**src/rtl/spiking_neuron_2in.sv**
```systemverilog
// Two-input integrate-and-fire neuron: two programmable signed weights,
// a saturating membrane potential and a registered one-cycle output spike.
// Configuration arrives on a shared address/command bus.
module spiking_neuron_2in #(
    parameter int unsigned NEURON_ID  = 1,
    parameter int unsigned SILENT     = 1,
    parameter int unsigned INT_WIDTH  = 4,
    parameter int unsigned CMD_WIDTH  = 4,
    parameter int unsigned ADDR_WIDTH = 4,
    localparam int unsigned FW        = 2 * INT_WIDTH
) (
    input  logic                  clk,
    input  logic                  rst,
    input  logic [ADDR_WIDTH-1:0] addr,
    input  logic [CMD_WIDTH-1:0]  cmd,
    input  logic signed [FW-1:0]  cmd_arg,
    input  logic                  in1,
    input  logic                  in2,
    output logic                  out
);

    localparam int unsigned SW = FW + 2;

    localparam logic [CMD_WIDTH-1:0] CMD_W1    = CMD_WIDTH'(1);
    localparam logic [CMD_WIDTH-1:0] CMD_W2    = CMD_WIDTH'(2);
    localparam logic [CMD_WIDTH-1:0] CMD_CLEAR = CMD_WIDTH'((2 ** CMD_WIDTH) - 3);

    localparam logic signed [FW-1:0] TH      = FW'(2 ** (INT_WIDTH - 1));
    localparam logic signed [SW-1:0] SAT_MAX = SW'((2 ** (FW - 1)) - 1);
    localparam logic signed [SW-1:0] SAT_MIN = -SW'(2 ** (FW - 1));

    logic signed [FW-1:0] w1;
    logic signed [FW-1:0] w2;
    logic signed [FW-1:0] pot;

    logic                 sel_c;
    logic                 fire_c;
    logic signed [SW-1:0] contrib_c;
    logic signed [SW-1:0] base_c;
    logic signed [SW-1:0] sum_c;
    logic signed [FW-1:0] sat_c;
    logic signed [FW-1:0] w1_nxt_c;
    logic signed [FW-1:0] w2_nxt_c;
    logic signed [FW-1:0] pot_nxt_c;

    // Logging is a simulation concern only; no logic is generated here.
    if (SILENT == 0) begin : g_log
    end

    // Command decode, integration with saturation and next-state selection.
    always_comb begin
        sel_c     = (addr == ADDR_WIDTH'(NEURON_ID));
        fire_c    = (pot >= TH);
        contrib_c = '0;
        if (in1) contrib_c = contrib_c + SW'(w1);
        if (in2) contrib_c = contrib_c + SW'(w2);
        // A firing neuron restarts from zero but keeps this cycle's inputs.
        base_c    = fire_c ? '0 : SW'(pot);
        sum_c     = base_c + contrib_c;
        if (sum_c > SAT_MAX)      sat_c = FW'(SAT_MAX);
        else if (sum_c < SAT_MIN) sat_c = FW'(SAT_MIN);
        else                      sat_c = FW'(sum_c);

        w1_nxt_c  = w1;
        w2_nxt_c  = w2;
        pot_nxt_c = sat_c;
        if (sel_c) begin
            if (cmd == CMD_W1) w1_nxt_c = cmd_arg;
            if (cmd == CMD_W2) w2_nxt_c = cmd_arg;
            // Clear wins over integration: same-cycle spikes are dropped.
            if (cmd == CMD_CLEAR) pot_nxt_c = '0;
        end
    end

    // State registers with synchronous active-low reset.
    always_ff @(posedge clk) begin
        if (!rst) begin
            w1  <= '0;
            w2  <= '0;
            pot <= '0;
            out <= 1'b0;
        end else begin
            w1  <= w1_nxt_c;
            w2  <= w2_nxt_c;
            pot <= pot_nxt_c;
            out <= fire_c;
        end
    end

endmodule

```
**config.mk**
```make
export PLATFORM = sky130hd
export DESIGN_NAME = spiking_neuron_2in
export DESIGN_NICKNAME = d
export VERILOG_FILES = /design/src/rtl/spiking_neuron_2in.sv
export SDC_FILE = /design/constraint.sdc
export NUM_CORES = 1
export LEC_CHECK = 0
export ABC_AREA = 0
export CORE_MARGIN = 4
export CORE_UTILIZATION = 35
export CTS_BUF_LIST = sky130_fd_sc_hd__clkbuf_4
export CTS_CLUSTER_DIAMETER = 60
export DETAILED_ROUTE_END_ITERATION = 8
export PLACE_DENSITY = 0.6
export SLEW_MARGIN = 20
export SYNTH_ARGS = -nofsm -noshare
export SYNTH_HDL_FRONTEND = slang
export SYNTH_SLANG_ARGS = --single-unit
```
**constraint.sdc**
```tcl
create_clock -name clk -period 10.1 [get_ports clk]
set_input_delay 2.02 -clock clk [delete_from_list [all_inputs] [get_ports clk]]
set_output_delay 2.02 -clock clk [all_outputs]
set_load 0.005 [all_outputs]
```
# ---- Word level (Yosys, flattened, before mapping)
# Index checks and enable logic that the tools add are counted.
dict set report totals {
  ram_bits 0
  out_inout_bits 1
  regBits 25
  romBits 0
  wordCells 22
  latchBits 0
  inputBits 20
  n_memories 0
}
dict set report op_classes {
  n_eq_ne 4
  div 0
  n_mul 0
  n_lt_le_gt_ge 3
  muxes 7
  n_reduce_logical 2
  n_addsub 2
  n_shift 0
  bitwise 0
}
# operator count
set op_table {}
lappend op_table {{2-to-1 mux 8 bit} 4}
lappend op_table {{2-to-1 mux 10 bit} 3}
lappend op_table {{adder 10 bit} 1}
lappend op_table {{adder 10 x 8 -> 10 bit} 1}
lappend op_table {{> comparator 10 x 8 -> 1 bit, second input constant} 1}
lappend op_table {{less-than comparator 10 x 8 -> 1 bit, second input constant} 1}
lappend op_table {{== test 4 x 1 -> 1 bit, second input constant} 2}
lappend op_table {{greater-or-equal comparator 8 x 5 -> 1 bit, second input constant} 1}
lappend op_table {{== test 4 x 2 -> 1 bit, second input constant} 1}
lappend op_table {{== test 4 bit, second input constant} 1}
lappend op_table {{AND reduction 2 bit} 2}

# ---- Depth between registers and ports, before layout
# Gate-level depths: netlist of run 1.
dict set report depth {
  word_depth 9
  ltp_mapped 20
  mapped_depth_nobuf 19
}

# ---- Least setup slack after synthesis of run 1
# Ideal clock, no wire load.
dict set report synth_path {
  kind {input to register}
  start {input port in1}
  end {register pot[2]}
  setup_time_ns 0.143
  arrival_ns 5.148
  required_ns 9.957
  path_stages 20
  path_buffers 1
  setup_slack_ns 4.809
  path_cell_list {and2_1 -> ha_1 -> inv_1 -> fa_1 -> nor2b_1 -> o21ai_0 -> a21boi_0 -> o21ai_0 -> nand2b_1 -> xnor2_1 -> mux2i_1 -> ha_1 -> o21a_1 -> or2_2 -> o21a_1 -> a311o_1 -> and4_4 -> buf_6 -> nand3_1 -> a22oi_1}
}
dict set report synth_between {
  elab_chain_len 9
  word_cells_on_any_way 10
  cone_classes {2 x add/sub; 2 x order compare; 6 x mux}
}
# item line
set synth_rtl {}
lappend synth_rtl {{start, declared} 17} ;# input logic in1,
lappend synth_rtl {{2-to-1 mux 10 bit *} 55} ;# if (in1) contrib_c = contrib_c + SW'(w1);
lappend synth_rtl {{adder 10 x 8 -> 10 bit} 56} ;# if (in2) contrib_c = contrib_c + SW'(w2);
lappend synth_rtl {{2-to-1 mux 10 bit *} 56}
lappend synth_rtl {{adder 10 bit *} 59} ;# sum_c = base_c + contrib_c;
lappend synth_rtl {{less-than comparator 10 x 8 -> 1 bit} 61} ;# else if (sum_c < SAT_MIN) sat_c = FW'(SAT_MIN);
lappend synth_rtl {{2-to-1 mux 8 bit} 61}
lappend synth_rtl {{2-to-1 mux 8 bit *} 60} ;# if (sum_c > SAT_MAX) sat_c = FW'(SAT_MAX);
lappend synth_rtl {{2-to-1 mux 8 bit} 71} ;# if (cmd == CMD_CLEAR) pot_nxt_c = '0;
lappend synth_rtl {{2-to-1 mux 8 bit *} 67} ;# if (sel_c) begin
lappend synth_rtl {{end signal, assigned} 85} ;# pot <= pot_nxt_c;
lappend synth_rtl {{end, declared} 34} ;# logic signed [FW-1:0] pot;
# Every way passes the cells marked *; elsewhere a longest branch is shown, timed or not.
# A chain may end at the register's enable or synchronous reset.

# ---- Worst setup path after layout of run 1
dict set report layout_path {
  start {input port in1}
  end {register pot[0]}
}
# Same word-level chain as after synthesis.

==> results of run 1 <==
==> cells by family after synthesis <==
group	after synthesis	share of synthesized area [%]
AOI/OAI and AO/OA	51	19.70
xor gates and xnor gates	11	5.274
adders and majority gates	19	12.83
buffers and inverters	17	3.684
DFF	25	25.41
muxes	23	12.01
and+or+nand+nor	80	21.09
==> worst min path at each step <==
stage          start    end  depth (start not counted)
2_1_floorplan  w1[0]  w1[0]                          2
3_3_place_gp   w1[5]  w1[5]                          2
3_5_place_dp   w1[4]  w1[4]                          2
4_1_cts        w1[4]  w1[4]                          2
5_1_grt        w1[4]  w1[4]                          2
6_report       w1[4]  w1[4]                          2
==> registers in the layout, indices dropped and copies added (netlist names) <==
signal	flops
out	1
pot	8
w1	8
w2	8
==> cell type report <==
class	instances	area share, %
flip-flops and latches	25	22.22
multi-input cells	184	62.00
inverters	10	1.667
well taps	72	4.000
clock buffers	3	1.000
repair buffers	20	8.889
clock inverters	1	0.2222
==> power groups by stage <==
| stage | Clock [W] | Combinational (W) | Sequential (W) |
|---|---|---|---|
| after floorplan | 0 | 0.0000326 | 0.000109 |
| after global placement | 0 | 0.0000463 | 0.000111 |
| after detailed placement | 0 | 0.0000466 | 0.000111 |
| after CTS | 0.0000511 | 0.0000469 | 0.000109 |
| after global routing | 0.0000548 | 0.0000515 | 0.000110 |
| final | 0.0000474 | 0.0000466 | 0.000109 |
==> layer usage <==
| metal | vias up | global-route usage [%] | share of wire (%) |
|---|---|---|---|
| met5 | - | 0 | 0 |
| met4 | 0 | 3.418 | 1.8 |
| met3 | 6 | 2.778 | 5.4 |
| met2 | 33 | 20.70 | 47 |
| met1 | 737 | 15.70 | 46 |
| li1 | 843 | - | - |
==> layout by cell type (no fill, tap or decap), types with 2 or more instances in the layout <==
cell and instances:
xor2_1 2, o21ai_0 4, fa_1 2, clkdlybuf4s50_1 20
ha_1 17, clkbuf_4 3, inv_1 9, mux2_2 5
o21a_1 4, o211ai_1 3, a22oi_1 5, a21oi_1 10
nor2b_1 4, a31oi_1 3, nand3_1 7, mux2i_1 18
o21a_2 2, nor3_1 3, a21o_1 3, o21ai_2 3
nand2b_1 3, nand2_1 17, and2_1 11, dfxtp_1 25
nor2_1 24, xnor2_1 8
==> through the flow <==
stage	utilization [%]	worst slack (ns)	total power (W)	hold WS, ns
after floorplan	-	4.809	0.0001412	0.4548
after global placement	40.65	3.875	0.0001575	0.4697
after detailed placement	40.65	3.776	0.0001578	0.4809
after CTS	41.15	4.124	0.0002071	0.5162
after global routing	41.15	3.768	0.0002162	0.5518
final	41.15	4.121	0.0002028	0.5081
==> worst reg2reg max path, cell delays in order (launching register included) <==
cell	delay, ns
dfxtp_1	0.37
and2_1	0.14
ha_1	0.20
inv_1	0.07
fa_1	0.39
nor2b_1	0.12
o21ai_0	0.10
a21boi_0	0.29
o21ai_0	0.12
nand2b_1	0.12
xnor2_1	0.12
mux2i_1	0.10
ha_1	0.38
o21a_1	0.16
or2_2	0.12
nand3_1	0.11
or3b_2	0.49
o211ai_1	0.25
or2_1	0.19
a21oi_1	0.06
==> results.py, run 1 <==
metrics = {
    "yosys": {
        "syn_area_per_cell_um2": 8.714,
        "yosysTopAreaCell": "dfxtp_1",
        "syn_inst": 226,
        "synthTopCellsByCount": "dfxtp_1, nor2_1, mux2i_1, ha_1, nand2_1",
        "synth-edff-count": 0,
        "netlist_area_um2": 1969,
        "yosysTopAreaCellShare_pct": 25.41,
        "synthMostInstantiatedCell": "dfxtp_1",
        "synth_nets": 265,
        "synthTopCellsByArea": "dfxtp_1, ha_1, mux2i_1",
        "seq_area_frac_synth_pct": 25.41,
        "ys.flop_type": "dfxtp_1",
        "synth_cell_types": 55,
        "ys_ff_latch": 25,
        "yosys_warnings": 0,
        "async_reset_ff_share_pct": 0,
    },
    "global_routing": {
        "grt_max_degree": 20,
        "first_global_vias": 1583,
        "grt_antenna_before_repair": 0,
        "grt.overflow.total": 0,
        "grt_pass1_wl_um": 7182,
        "grtUsageTotal_pct": 12.29,
    },
    "critical_path": {
        "crit_type": "input pin to flop",
        "r2r_slack_ns": 6.13,
        "max_stage_delay_ns": 0.63,
        "critPathTopFamily": "simple AND/OR/NAND/NOR gates",
        "crit_buf_inv": 2,
        "required_ns": 10.34,
        "critPathCapture": "pot[0]",
        "path_max_fanout": 9,
        "cp.arrival_ns": 6.22,
        "critPathSlowestCell": "clkdlybuf4s50_1",
        "endpoint_kind": "flop",
        "reg2reg_depth": 19,
        "startpoint": "in1",
        "cp.depth": 20,
        "r2r_start": "w1[0]",
        "crit_chain": "clkdlybuf4s50_1, and2_1, ha_1, inv_1, fa_1, nor2b_1, o21ai_0, a21boi_0, o21ai_0, nand2b_1, xnor2_1, mux2i_1, ha_1, o21a_1, or2_2, nand3_1, or3b_2, o211ai_1, or2_1, a21oi_1",
        "critPathLaunchType": "input pin",
        "rr_endpoint": "pot[0]",
    },
    "die": {
        "num_io_pins": 21,
        "initial_core_util_pct": 35.99,
        "die_x_um": 83.01,
        "rows": 27,
        "core_um2": 5473,
        "fp.dieH_um": 83.01,
        "die_area_um2": 6891,
    },
    "timing": {
        "max_freq_mhz": 167.3,
        "period_minus_slack_ns": 5.979,
        "fin_skew_ns": 0.01146,
        "slew_violations": 0,
        "slew_headroom_pct": 34.95,
        "worst_pin_slew_ns": 0.9711,
        "hold_viol_final": 0,
        "finalSetupViolCount": 0,
        "fin_setup_tns_ns": 0,
        "rsz0062_at_grt": "no",
        "period_share_pct": 59.19,
    },
    "clocking": {
        "cts_root_buf": "clkbuf_4",
        "cts_buffers": 3,
        "clock_latency_ns": 0.33,
        "post_cts_buffers": 0,
        "cts_tree": "yes",
        "htreeDepth": 1,
        "path_clk_slew_ns": 0.15,
        "ctsHoldBuffers": 0,
        "cts_buffer_depth": 2,
        "cts_sinks": 25,
        "post_cts_resized": 0,
    },
    "power": {
        "p_seq_share_pct": 53.7,
        "power.clock.fraction_pct": 23.4,
        "p_sw_share_pct": 29.23,
        "power_switching_w": 0.00005927,
        "p_leak_nw": 1.060,
        "combPwrFrac_pct": 23.0,
        "powerDensity_nw_per_um2": 90.03,
        "irDropWorstVdd_v": 0.00004457,
        "intPower_w": 0.0001435,
    },
    "finish": {
        "final_cell_count_no_fill": 315,
        "antenna_cells": 0,
        "nNetsFinal": 283,
        "multi_input_area_um2": 1396,
        "final.fill_count": 584,
        "seq_area_um2": 500.5,
        "final_cell_area_um2": 2252,
        "drive_gt1_share_pct": 10.29,
        "area_growth_pct": 14.36,
    },
    "run": {
        "maxCapViolCount": 0,
    },
    "drt": {
        "vias": 1619,
        "drc": 0,
        "finalWirelength_um": 3973,
        "first_pass_iters": 4,
        "detail_route.wl_per_cell_um": 12.61,
        "viasPerCell": 5.140,
        "ant_nets": 0,
        "drt_first_iter_violations": 82,
    },
    "min_path": {
        "hold_path.class": "flop to flop",
    },
    "placement": {
        "portBuffers": 20,
        "place_inst": 311,
        "place.detailed.hpwl_um": 3241,
        "gp_congestion": 0.7677,
        "post_dp_cell_area_um2": 2225,
    },
    "run_status": {
        "status": "complete, no violations",
    },
}
Power figures use the tool's default switching activity.
==> run 2, diff against run 1 <==
- clock period: 10.1 -> 5.8 ns (I/O delays scaled with it)
==> run 2 against run 1 <==
Against the previous run: count of clock-buffer cells in the layout rose by 1; clock skew increased by 0.00063 ns; global-route usage decreased by 0.14 points; critical path depth is the same; sequential share of layout area hardly changed; core utilization barely moved; sequential power is 74% higher; non-clock buffer count unchanged; first-iteration DRC count decreased by 62%; critical endpoint is now pot[1].
==> results.py, run 2 (synthesis results as in run 1) <==
metrics = {
    "run_status": {
        "status": "complete, no violations",
    },
    "global_routing": {
        "grt_antenna_before_repair": 0,
        "grt_max_degree": 20,
        "first_global_vias": 1594,
        "grt.overflow.total": 0,
        "grtUsageTotal_pct": 12.15,
        "grt_pass1_wl_um": 7127,
    },
    "critical_path": {
        "path_max_fanout": 9,
        "max_stage_delay_ns": 0.62,
        "critPathSlowestCell": "clkdlybuf4s50_1",
        "crit_buf_inv": 2,
        "critPathTopFamily": "simple AND/OR/NAND/NOR gates",
        "required_ns": 6.02,
        "critPathLaunchType": "input pin",
        "cp.arrival_ns": 5.32,
        "crit_chain": "clkdlybuf4s50_1, and2_1, ha_1, inv_1, fa_1, nor2b_1, o21ai_0, a21boi_0, o21ai_0, nand2b_1, xnor2_1, mux2i_1, ha_1, o21a_1, or2_2, nand3_1, or3b_2, o211ai_1, or2_1, a21oi_1",
        "endpoint_kind": "flop",
        "crit_type": "input pin to flop",
    },
    "power": {
        "p_total_w": 0.0003565,
        "powerDensity_nw_per_um2": 158.1,
        "irDropWorstVdd_v": 0.00007641,
        "p_leak_nw": 1.061,
    },
    "finish": {
        "nNetsFinal": 283,
        "final_cell_count_no_fill": 315,
        "top_regs": "pot x8, w1 x8, w2 x8",
        "multi_input_area_um2": 1396,
        "final_cell_mix": "dfxtp_1, nor2_1, clkdlybuf4s50_1",
        "seq_area_um2": 500.5,
        "fin_util_pct": 41.20,
        "drive_gt1_share_pct": 10.29,
        "antenna_cells": 0,
        "final.fill_count": 569,
        "layout_commonest_cell": "dfxtp_1",
        "area_growth_pct": 14.49,
    },
    "clocking": {
        "cts_root_buf": "clkbuf_4",
        "cts_buffers": 3,
        "htreeDepth": 1,
        "clock_latency_ns": 0.32,
        "path_clk_slew_ns": 0.15,
        "post_cts_buffers": 0,
        "cts_tree": "yes",
        "cts_buffer_depth": 2,
        "ctsHoldBuffers": 0,
        "cts_sinks": 25,
        "post_cts_resized": 0,
    },
    "placement": {
        "place.detailed.hpwl_um": 3190,
        "place_inst": 311,
        "portBuffers": 20,
        "gp_congestion": 0.7675,
    },
    "die": {
        "core_um2": 5473,
        "fp.dieH_um": 83.01,
        "die_x_um": 83.01,
        "rows": 27,
        "die_area_um2": 6891,
        "num_io_pins": 21,
        "initial_core_util_pct": 35.99,
    },
    "drt": {
        "ant_nets": 0,
        "viasPerCell": 5.130,
        "drt_first_iter_violations": 31,
        "first_pass_iters": 4,
        "detail_route.wl_per_cell_um": 12.43,
        "finalWirelength_um": 3915,
        "drc": 0,
        "vias": 1616,
    },
    "timing": {
        "fin_setup_tns_ns": 0,
        "slew_headroom_pct": 35.01,
        "worst_pin_slew_ns": 0.9703,
        "period_minus_slack_ns": 5.099,
        "max_freq_mhz": 196.1,
        "hold_viol_final": 0,
        "rsz0062_at_grt": "no",
        "finalSetupViolCount": 0,
        "hold_ws_ns": 0.5101,
        "fin_skew_ns": 0.01209,
        "slew_violations": 0,
        "period_share_pct": 87.91,
    },
    "run": {
        "maxCapViolCount": 0,
    },
    "min_path": {
        "hold_path.class": "flop to flop",
    },
}
-- run 2: cell count changes in the layout (fill, tap and decap cells not counted) --
cell	before	now
clkbuf_4	3	4
clkinv_2	1	0
-- run 2: path summary, 6_finish.rpt --
| check | slack [ns] | cells after the start | startpoint | endpoint |
|---|---|---|---|---|
| worst max-delay path | 0.70 | 20 | in1 | pot[1] |
| worst min-delay path | 0.51 | 2 | w1[4] | w1[4] |
| worst max register to register | 1.86 | 19 | w1[0] | pot[1] |
| worst min register to register | 0.51 | 2 | w1[4] | w1[4] |
-- run 2: cell type report --
class                           instances  share of cell area [%]
Inverter                               10                   1.665
Clock buffer                            4                   1.332
Timing Repair Buffer                   20                   8.879
Tap cell                               72                   3.996
Multi-Input combinational cell        184                   61.93
Sequential cell                        25                   22.20
-- run 2: metal layers --
metal,global-route usage (%),routed length [µm]
met1,15.59,1844
met5,0,0
met2,20.12,1803
met3,2.778,204
met4,3.863,62
-- run 2: power by group --
part            total, W  internal, W  switching (W)
Combinational  0.0000802    0.0000411      0.0000391
Sequential      0.000190     0.000183     0.00000705
Clock          0.0000864    0.0000316      0.0000548
-- run 2: worst register-to-register path: cells and delay by family, from the launching register on --
kind | cells | cell delay [ns]
xor+xnor | 1 | 0.12
mux | 1 | 0.10
fa+ha+maj | 3 | 0.97
compound gates | 6 | 0.95
buf+inv | 1 | 0.07
simple gates | 7 | 1.27
flops | 1 | 0.36
-- run 2: per-stage QoR --
stage               cell area [µm²]  worst slack (ns)
floorplan                      1969             1.369
global placement               2225            0.4343
detailed placement             2225            0.3688
CTS                            2255            0.7004
global route                   2255            0.3798
finish                         2255            0.7011
